<file path="src/rtl/mem_vga_port.sv">
// mem_vga_port: MEM-stage VGA responder with framebuffer write FIFO, control registers and
// optional framebuffer-clear engine (enabled by defining VGA_PORT_CLEAR_EN).
package mem_vga_pkg;
  typedef struct packed {
    logic memRead;
    logic memWrite;
  } mem_ctrl_t;
endpackage

module mem_vga_port
  import mem_vga_pkg::*;
#(
  parameter int FB_AW      = 14,
  parameter int FIFO_DEPTH = 4
) (
  input  logic             i_clk,
  input  logic             i_reset_n,
  input  mem_ctrl_t        i_ctrlVGA,
  input  logic [31:0]      i_addr,
  input  logic [31:0]      i_wrData,
  output logic [31:0]      o_rdData,
  output logic             o_rdValid,
  output logic             o_stall,
  input  logic             i_fbReady,
  output logic             o_fbWe,
  output logic [FB_AW-1:0] o_fbAddr,
  output logic [31:0]      o_fbData,
  input  logic             i_vsync,
  output logic             o_dispEn,
  output logic [FB_AW-1:0] o_scroll
);
  localparam int PW = $clog2(FIFO_DEPTH);
  logic             wr, rd, is_reg, fb_req, full, busy, push, pop, in_clear;
  logic [1:0]       off;
  logic [PW:0]      count;
  logic [PW-1:0]    wp, rp;
  logic [FB_AW-1:0] fifo_a [FIFO_DEPTH];
  logic [31:0]      fifo_d [FIFO_DEPTH];
  logic [15:0]      frame_cnt;
  logic [31:0]      rsel, clear_val;
  logic [FB_AW-1:0] clr_cnt;
  logic             unused_bits;
  assign wr      = i_ctrlVGA.memWrite;
  assign rd      = i_ctrlVGA.memRead & ~i_ctrlVGA.memWrite;
  assign is_reg  = i_addr[27];
  assign off     = i_addr[3:2];
  assign fb_req  = wr & ~is_reg;
  assign full    = count == (PW+1)'(FIFO_DEPTH);
  assign o_stall = fb_req & (full | busy);
  assign push    = fb_req & ~o_stall;
  assign pop     = ~in_clear & (count != '0) & i_fbReady;
  always_ff @(posedge i_clk or negedge i_reset_n)
    if (!i_reset_n) begin
      wp    <= '0;
      rp    <= '0;
      count <= '0;
    end else begin
      if (push) wp <= wp + 1'b1;
      if (pop) rp <= rp + 1'b1;
      count <= count + (PW+1)'(push) - (PW+1)'(pop);
    end
  always_ff @(posedge i_clk)
    if (push) begin
      fifo_a[wp] <= i_addr[FB_AW+1:2];
      fifo_d[wp] <= i_wrData;
    end
  always_ff @(posedge i_clk or negedge i_reset_n)
    if (!i_reset_n) begin
      o_dispEn  <= 1'b0;
      o_scroll  <= '0;
      frame_cnt <= '0;
      o_rdValid <= 1'b0;
      o_rdData  <= '0;
    end else begin
      if (wr && is_reg && off == 2'd0) o_dispEn <= i_wrData[0];
      if (wr && is_reg && off == 2'd1) o_scroll <= i_wrData[FB_AW-1:0];
      if (i_vsync) frame_cnt <= frame_cnt + 1'b1;
      o_rdValid <= rd;
      o_rdData  <= rd ? rsel : '0;
    end
  always_comb
    rsel = !is_reg      ? '0 :
           off == 2'd0  ? {30'b0, busy, o_dispEn} :
           off == 2'd1  ? 32'(o_scroll) :
           off == 2'd2  ? clear_val :
                          {frame_cnt, 7'b0, busy, 8'(count)};
`ifdef VGA_PORT_CLEAR_EN
  typedef enum logic [1:0] {IDLE, DRAIN, CLEAR} state_t;
  state_t state, state_nx;
  logic   clr_start;
  assign clr_start = wr & is_reg & (off == 2'd0) & i_wrData[1] & ~busy;
  always_ff @(posedge i_clk or negedge i_reset_n)
    if (!i_reset_n) state <= IDLE;
    else state <= state_nx;
  always_comb
    state_nx = state == IDLE  ? (clr_start ? DRAIN : IDLE) :
               state == DRAIN ? (count == '0 ? CLEAR : DRAIN) :
               (i_fbReady && &clr_cnt) ? IDLE : CLEAR;
  always_ff @(posedge i_clk or negedge i_reset_n)
    if (!i_reset_n) begin
      clear_val <= '0;
      clr_cnt   <= '0;
    end else begin
      if (wr && is_reg && off == 2'd2) clear_val <= i_wrData;
      clr_cnt <= state == DRAIN ? '0 : (state == CLEAR && i_fbReady) ? clr_cnt + 1'b1 : clr_cnt;
    end
  assign busy     = state != IDLE;
  assign in_clear = state == CLEAR;
  assign unused_bits = ^{i_addr[31:28], i_addr[26:FB_AW+2], i_addr[1:0]};
`else
  assign busy      = 1'b0;
  assign in_clear  = 1'b0;
  assign clear_val = '0;
  assign clr_cnt   = '0;
  assign unused_bits = ^{i_addr[31:28], i_addr[26:FB_AW+2], i_addr[1:0], i_wrData};
`endif
  always_comb begin
    o_fbWe   = in_clear ? i_fbReady : pop;
    o_fbAddr = in_clear ? clr_cnt : pop ? fifo_a[rp] : '0;
    o_fbData = in_clear ? clear_val : pop ? fifo_d[rp] : '0;
  end
endmodule

</file>
<file path="config.mk">
export PLATFORM = sky130hd
export DESIGN_NAME = mem_vga_port
export DESIGN_NICKNAME = d
export VERILOG_FILES = /design/src/rtl/mem_vga_port.sv
export SDC_FILE = /design/constraint.sdc
export NUM_CORES = 1
export LEC_CHECK = 0
export ABC_AREA = 0
export CELL_PAD_IN_SITES_DETAIL_PLACEMENT = 1
export CELL_PAD_IN_SITES_GLOBAL_PLACEMENT = 1
export CORE_ASPECT_RATIO = 1.25
export CORE_MARGIN = 2
export CORE_UTILIZATION = 45
export CTS_CLUSTER_DIAMETER = 120
export CTS_CLUSTER_SIZE = 10
export DETAILED_ROUTE_END_ITERATION = 8
export GPL_ROUTABILITY_DRIVEN = 0
export GPL_TIMING_DRIVEN = 0
export PLACE_DENSITY_LB_ADDON = 0.25
export SLEW_MARGIN = 15
export SYNTH_ARGS = -nofsm -noshare
export SYNTH_HDL_FRONTEND = slang
export SYNTH_SLANG_ARGS = --single-unit
</file>
<file path="constraint.sdc">
create_clock -name i_clk -period 3.1 [get_ports i_clk]
set_clock_uncertainty 0.2 [all_clocks]
set_input_delay 0.62 -clock i_clk [delete_from_list [all_inputs] [get_ports i_clk]]
set_output_delay 0.62 -clock i_clk [all_outputs]
set_load 0.005 [all_outputs]
</file>
==> report_table.html, run 1 <==
<table>
<tr><th>Metric</th><th>Value</th></tr>
<tr><th colspan="2">Power</th></tr>
<tr><td>Clock Power Share</td><td>29.5%</td></tr>
<tr><td>Net switching power figure</td><td>2.69 mW</td></tr>
<tr><td>Leakage dissipation</td><td>4.94 nW</td></tr>
<tr><td>Sequential Power Share</td><td>41.8%</td></tr>
<tr><td>Post-route total power</td><td>10.2 mW</td></tr>
<tr><td>Total power divided by cell area</td><td>804 nW/µm²</td></tr>
<tr><td>Logic pwr share</td><td>28.7%</td></tr>
<tr><td>Int Pwr</td><td>7.56 mW</td></tr>
<tr><td>Worst vdd rail ir drop</td><td>509 µV</td></tr>
<tr><td>Fraction of power spent switching nets</td><td>26.2%</td></tr>
<tr><th colspan="2">Synthesis</th></tr>
<tr><td>Synth Area in XOR/XNOR</td><td>1.81%</td></tr>
<tr><td>Syn Area/Cell</td><td>19.4 µm²</td></tr>
<tr><td>Post-synth design cell area</td><td>9690 µm²</td></tr>
<tr><td>Fraction of the mapped netlist area in adder cells</td><td>1.11%</td></tr>
<tr><td>Cell taking the most area after synthesis</td><td>sky130_fd_sc_hd__edfxtp_1</td></tr>
<tr><td>Number of distinct library cells after synthesis</td><td>33</td></tr>
<tr><td>Synthesized-area fraction occupied by ao, oa, aoi and oai cells</td><td>0.323%</td></tr>
<tr><td>Largest family of logic cells by synthesized area</td><td>multiplexers</td></tr>
<tr><td>Most used standard cell by instance count after synthesis</td><td>sky130_fd_sc_hd__edfxtp_1</td></tr>
<tr><td>Synthesized instance count</td><td>499</td></tr>
<tr><td>Commonest cells in the synthesized netlist</td><td>sky130_fd_sc_hd__edfxtp_1 (184), sky130_fd_sc_hd__and2_1 (76), sky130_fd_sc_hd__dfrtp_1 (69)</td></tr>
<tr><td>Register bit total from synthesis</td><td>253</td></tr>
<tr><td>Post-synth EDFFs</td><td>184</td></tr>
<tr><td>Simple-gate share of the synthesized area</td><td>7.28%</td></tr>
<tr><td>Share of async-settable or async-resettable flops after synthesis</td><td>27.3%</td></tr>
<tr><td>Top_reg_cell synth</td><td>sky130_fd_sc_hd__edfxtp_1</td></tr>
<tr><td>Number of synthesis warnings</td><td>0</td></tr>
<tr><td>Fraction of the yosys area taken by sequential cells</td><td>74.9%</td></tr>
<tr><td>Share of the synthesized area in the top cell type</td><td>57.0%</td></tr>
<tr><td>Proportion of synthesized area in mux cells</td><td>12.9%</td></tr>
<tr><td>Cell types with the largest area share after synthesis</td><td>sky130_fd_sc_hd__edfxtp_1 (57%), sky130_fd_sc_hd__dfrtp_1 (18%), sky130_fd_sc_hd__mux4_2 (11%)</td></tr>
<tr><th colspan="2">Finish</th></tr>
<tr><td>Fraction of layout cells with a size suffix above 1</td><td>22.3%</td></tr>
<tr><td>Post-route core utilization</td><td>59.8%</td></tr>
<tr><td>Layout Cell Area excl Fill</td><td>12,700 µm²</td></tr>
<tr><td>Final Net Count</td><td>778</td></tr>
<tr><td>Filler-free cell count of the finished design</td><td>1,002</td></tr>
<tr><td>Number of fill cells</td><td>1,908</td></tr>
<tr><td>Layout area overhead</td><td>31.6%</td></tr>
<tr><th colspan="2">Drt</th></tr>
<tr><td>Post-DR wirelength/cell</td><td>21.3 µm</td></tr>
<tr><td>Vias</td><td>5,167</td></tr>
<tr><td>Antenna violation net count after detailed routing</td><td>0</td></tr>
<tr><td>Total wire length after detailed routing</td><td>21,300 µm</td></tr>
<tr><td>Drt first pass iters</td><td>4</td></tr>
<tr><td>Vias per Instance</td><td>5.16</td></tr>
<tr><td>DRC violation total after the first TritonRoute iteration</td><td>201</td></tr>
<tr><td>Count of unresolved DRC violations after routing</td><td>0</td></tr>
<tr><th colspan="2">Place</th></tr>
<tr><td>Post-Place Cell Area</td><td>11,500 µm²</td></tr>
<tr><td>Count of buffers from port buffering</td><td>145</td></tr>
<tr><td>Placed wire-length estimate after detailed placement</td><td>13,100 µm</td></tr>
<tr><td>Placed cell count</td><td>925</td></tr>
<tr><th colspan="2">Setup path</th></tr>
<tr><td>Worst setup path category</td><td>reg2out</td></tr>
<tr><td>R2R Setup Slk</td><td>630 ps</td></tr>
<tr><td>Critical path data required time</td><td>2280 ps</td></tr>
<tr><td>Arr. time, crit path</td><td>2270 ps</td></tr>
<tr><td>Type of element launching the critical path</td><td>flip-flop</td></tr>
<tr><td>Launching instance or port of the critical path</td><td>rp[0]</td></tr>
<tr><td>Reg2Reg Launch Point</td><td>count[2]</td></tr>
<tr><td>Sort of element at the end of the critical path</td><td>primary output</td></tr>
<tr><td>Highest net fanout along the worst path</td><td>10</td></tr>
<tr><th colspan="2">Timing</th></tr>
<tr><td>Final Hold Viols</td><td>0</td></tr>
<tr><td>Unrepaired setup endpoints after global routing</td><td>yes</td></tr>
<tr><td>Post-layout minimum cycle time</td><td>3090 ps</td></tr>
<tr><td>Headroom to the max-slew limit</td><td>47.5%</td></tr>
<tr><td>Endpoints failing setup</td><td>0</td></tr>
<tr><td>Number of pins with negative max-slew slack in the final report</td><td>0</td></tr>
<tr><td>Final period util</td><td>99.8%</td></tr>
<tr><td>Highest attainable clock frequency</td><td>0.323 GHz</td></tr>
<tr><td>Transition time at the pin with the least slew margin</td><td>788 ps</td></tr>
<tr><th colspan="2">Die</th></tr>
<tr><td>Die footprint</td><td>22,700 µm²</td></tr>
<tr><td>Boundary pin count</td><td>166</td></tr>
<tr><td>Chip height</td><td>168 µm</td></tr>
<tr><td>Chip Width</td><td>135 µm</td></tr>
<tr><td>Number of placement rows</td><td>60</td></tr>
<tr><td>Floorplan core area</td><td>21,300 µm²</td></tr>
<tr><td>Initial core utilization</td><td>45.4%</td></tr>
<tr><th colspan="2">Global routing</th></tr>
<tr><td>Wire length of the first global-routing pass</td><td>33,200 µm</td></tr>
<tr><td>Number of global-route vias before repair</td><td>5,796</td></tr>
<tr><td>Overflow left after global routing</td><td>0</td></tr>
<tr><td>Initial antenna violation count</td><td>1</td></tr>
<tr><td>Total routing resource utilization after global routing</td><td>19.1%</td></tr>
<tr><td>Maximum number of pins on one net before global-route repair</td><td>60</td></tr>
<tr><th colspan="2">Clocking</th></tr>
<tr><td>Total clock buffers created by CTS</td><td>29</td></tr>
<tr><td>Clock-pin transition on the worst setup and hold timing paths</td><td>50 ps</td></tr>
<tr><td>Clock network latency to the later pin of the worst-skew pair</td><td>540 ps</td></tr>
<tr><td>CTS tree</td><td>built</td></tr>
<tr><td>Maximum level of the CTS H-tree</td><td>1</td></tr>
<tr><td>Deepest clock path buffer count</td><td>3</td></tr>
<tr><td>CTS Root Cell</td><td>sky130_fd_sc_hd__clkbuf_16</td></tr>
<tr><td>Clk sinks</td><td>253</td></tr>
<tr><th colspan="2">Flow run</th></tr>
<tr><td>Max_cap viols</td><td>0</td></tr>
<tr><th colspan="2">Min path</th></tr>
<tr><td>Path category of the worst min-delay check</td><td>in2reg</td></tr>
<tr><td>Start point of the worst hold path</td><td>i_vsync</td></tr>
<tr><th colspan="2">Run status</th></tr>
<tr><td>Outcome</td><td>complete, no violations</td></tr>
</table>
## layout make-up
| type | count | area, µm² | area share, % |
|---|---|---|---|
| Clock inverter | 2 | 17.5 | 0.137 |
| Sequential cell | 253 | 7250 | 56.9 |
| Clock buffer | 51 | 808 | 6.34 |
| Multi-Input combinational cell | 216 | 2310 | 18.1 |
| Inverter | 9 | 33.8 | 0.265 |
| Antenna cell | 1 | 2.50 | 0.0196 |
| Buffer | 22 | 236 | 1.85 |
| Tap cell | 279 | 349 | 2.74 |
| Timing Repair Buffer | 169 | 1740 | 13.6 |
## logic make-up after synthesis
logic type               count (synthesis)
AO/OA/AOI/OAI                            4
XOR/XNOR                                20
adder cells (fa/ha/maj)                  8
buffers and inverters                   31
flip-flops                             253
multiplexers                            65
other                                    1
AND/OR/NAND/NOR                        117
## cells in the final DEF (no fill, tap or decap), types with 16 or more instances in the layout
| cell | n |
|---|---|
| sky130_fd_sc_hd__mux4_2 | 46 |
| sky130_fd_sc_hd__dlygate4sd2_1 | 18 |
| sky130_fd_sc_hd__dfrtp_1 | 67 |
| sky130_fd_sc_hd__edfxtp_1 | 184 |
| sky130_fd_sc_hd__and2_1 | 65 |
| sky130_fd_sc_hd__mux2_2 | 16 |
| sky130_fd_sc_hd__buf_4 | 19 |
| sky130_fd_sc_hd__clkdlybuf4s50_1 | 99 |
| sky130_fd_sc_hd__clkbuf_16 | 30 |
| sky130_fd_sc_hd__clkbuf_1 | 23 |
## final timing paths
check / endpoint / cells past startpoint
setup / recovery: o_fbData[18] / 5
hold / removal: frame_cnt[0] / 2
setup reg to reg: count[2] / 8
hold reg to reg: frame_cnt[15] / 1
max in group asynchronous: rp[0] / 3
min in group asynchronous: o_scroll[6] / 2
## state kept, by name, indices dropped and copies added, names as in the netlist
name       cells
frame_cnt     16
rp             2
fifo_d       128
fifo_a        56
o_scroll      14
o_dispEn       1
wp             2
o_rdData      30
count          3
o_rdValid      1
## power groups by stage
stage          Combinational, mW  Clock [mW]  Sequential, mW
6_report                    2.94        3.02            4.28
4_1_cts                     2.84        3.09            4.28
3_3_place_gp                2.52           0            4.33
2_1_floorplan               1.49           0            4.28
5_1_grt                     3.19        3.22            4.32
3_5_place_dp                2.60           0            4.34
## worst max-delay path, stage by stage (launching register included)
cell	delay, ps
sky130_fd_sc_hd__dfrtp_2	430
sky130_fd_sc_hd__buf_6	120
sky130_fd_sc_hd__buf_12	120
sky130_fd_sc_hd__mux4_2	480
sky130_fd_sc_hd__and2_1	160
sky130_fd_sc_hd__clkdlybuf4s50_1	430
## stage by stage
step	hold slack, ps	TNS, ps	worst slack [ps]
after floorplan	124	0	274
after detailed placement	266	-15520	-547
after CTS	174	-719	-76.4
final	195	0	6.56
after global placement	257	-327550	-1260
after global routing	200	-149	-58.9
## metal layers
layer	GRT usage, %	part of all wire, %	up-vias
met4	5.75	2.2	0
met5	0	0	-
met1	23.2	39	2707
met2	34.3	54	136
met3	3.91	5.0	35
li1	-	-	2289
## repair_timing
item / in CTS / in global routing
hold endpoints to repair: 15 / 0
buffers inserted: 11 / 9
resized for setup: 64 / 48
setup endpoints to repair: 48 / 21
hold buffers: 1 / 0
cloned: 1 / 1
pin swaps: 0 / 4
No activity file was read; power rests on OpenSTA's default activity.
==> run 2, diff against run 1 <==
--- a/config.mk
+++ b/config.mk
@@ -6,6 +6,7 @@
 export NUM_CORES = 1
 export LEC_CHECK = 0
 export ABC_AREA = 0
+export CAP_MARGIN = 30
 export CELL_PAD_IN_SITES_DETAIL_PLACEMENT = 1
 export CELL_PAD_IN_SITES_GLOBAL_PLACEMENT = 1
 export CORE_ASPECT_RATIO = 1.25
==> results of run 2 <==
Final layout, timing and power as in run 1 (identical DEF).
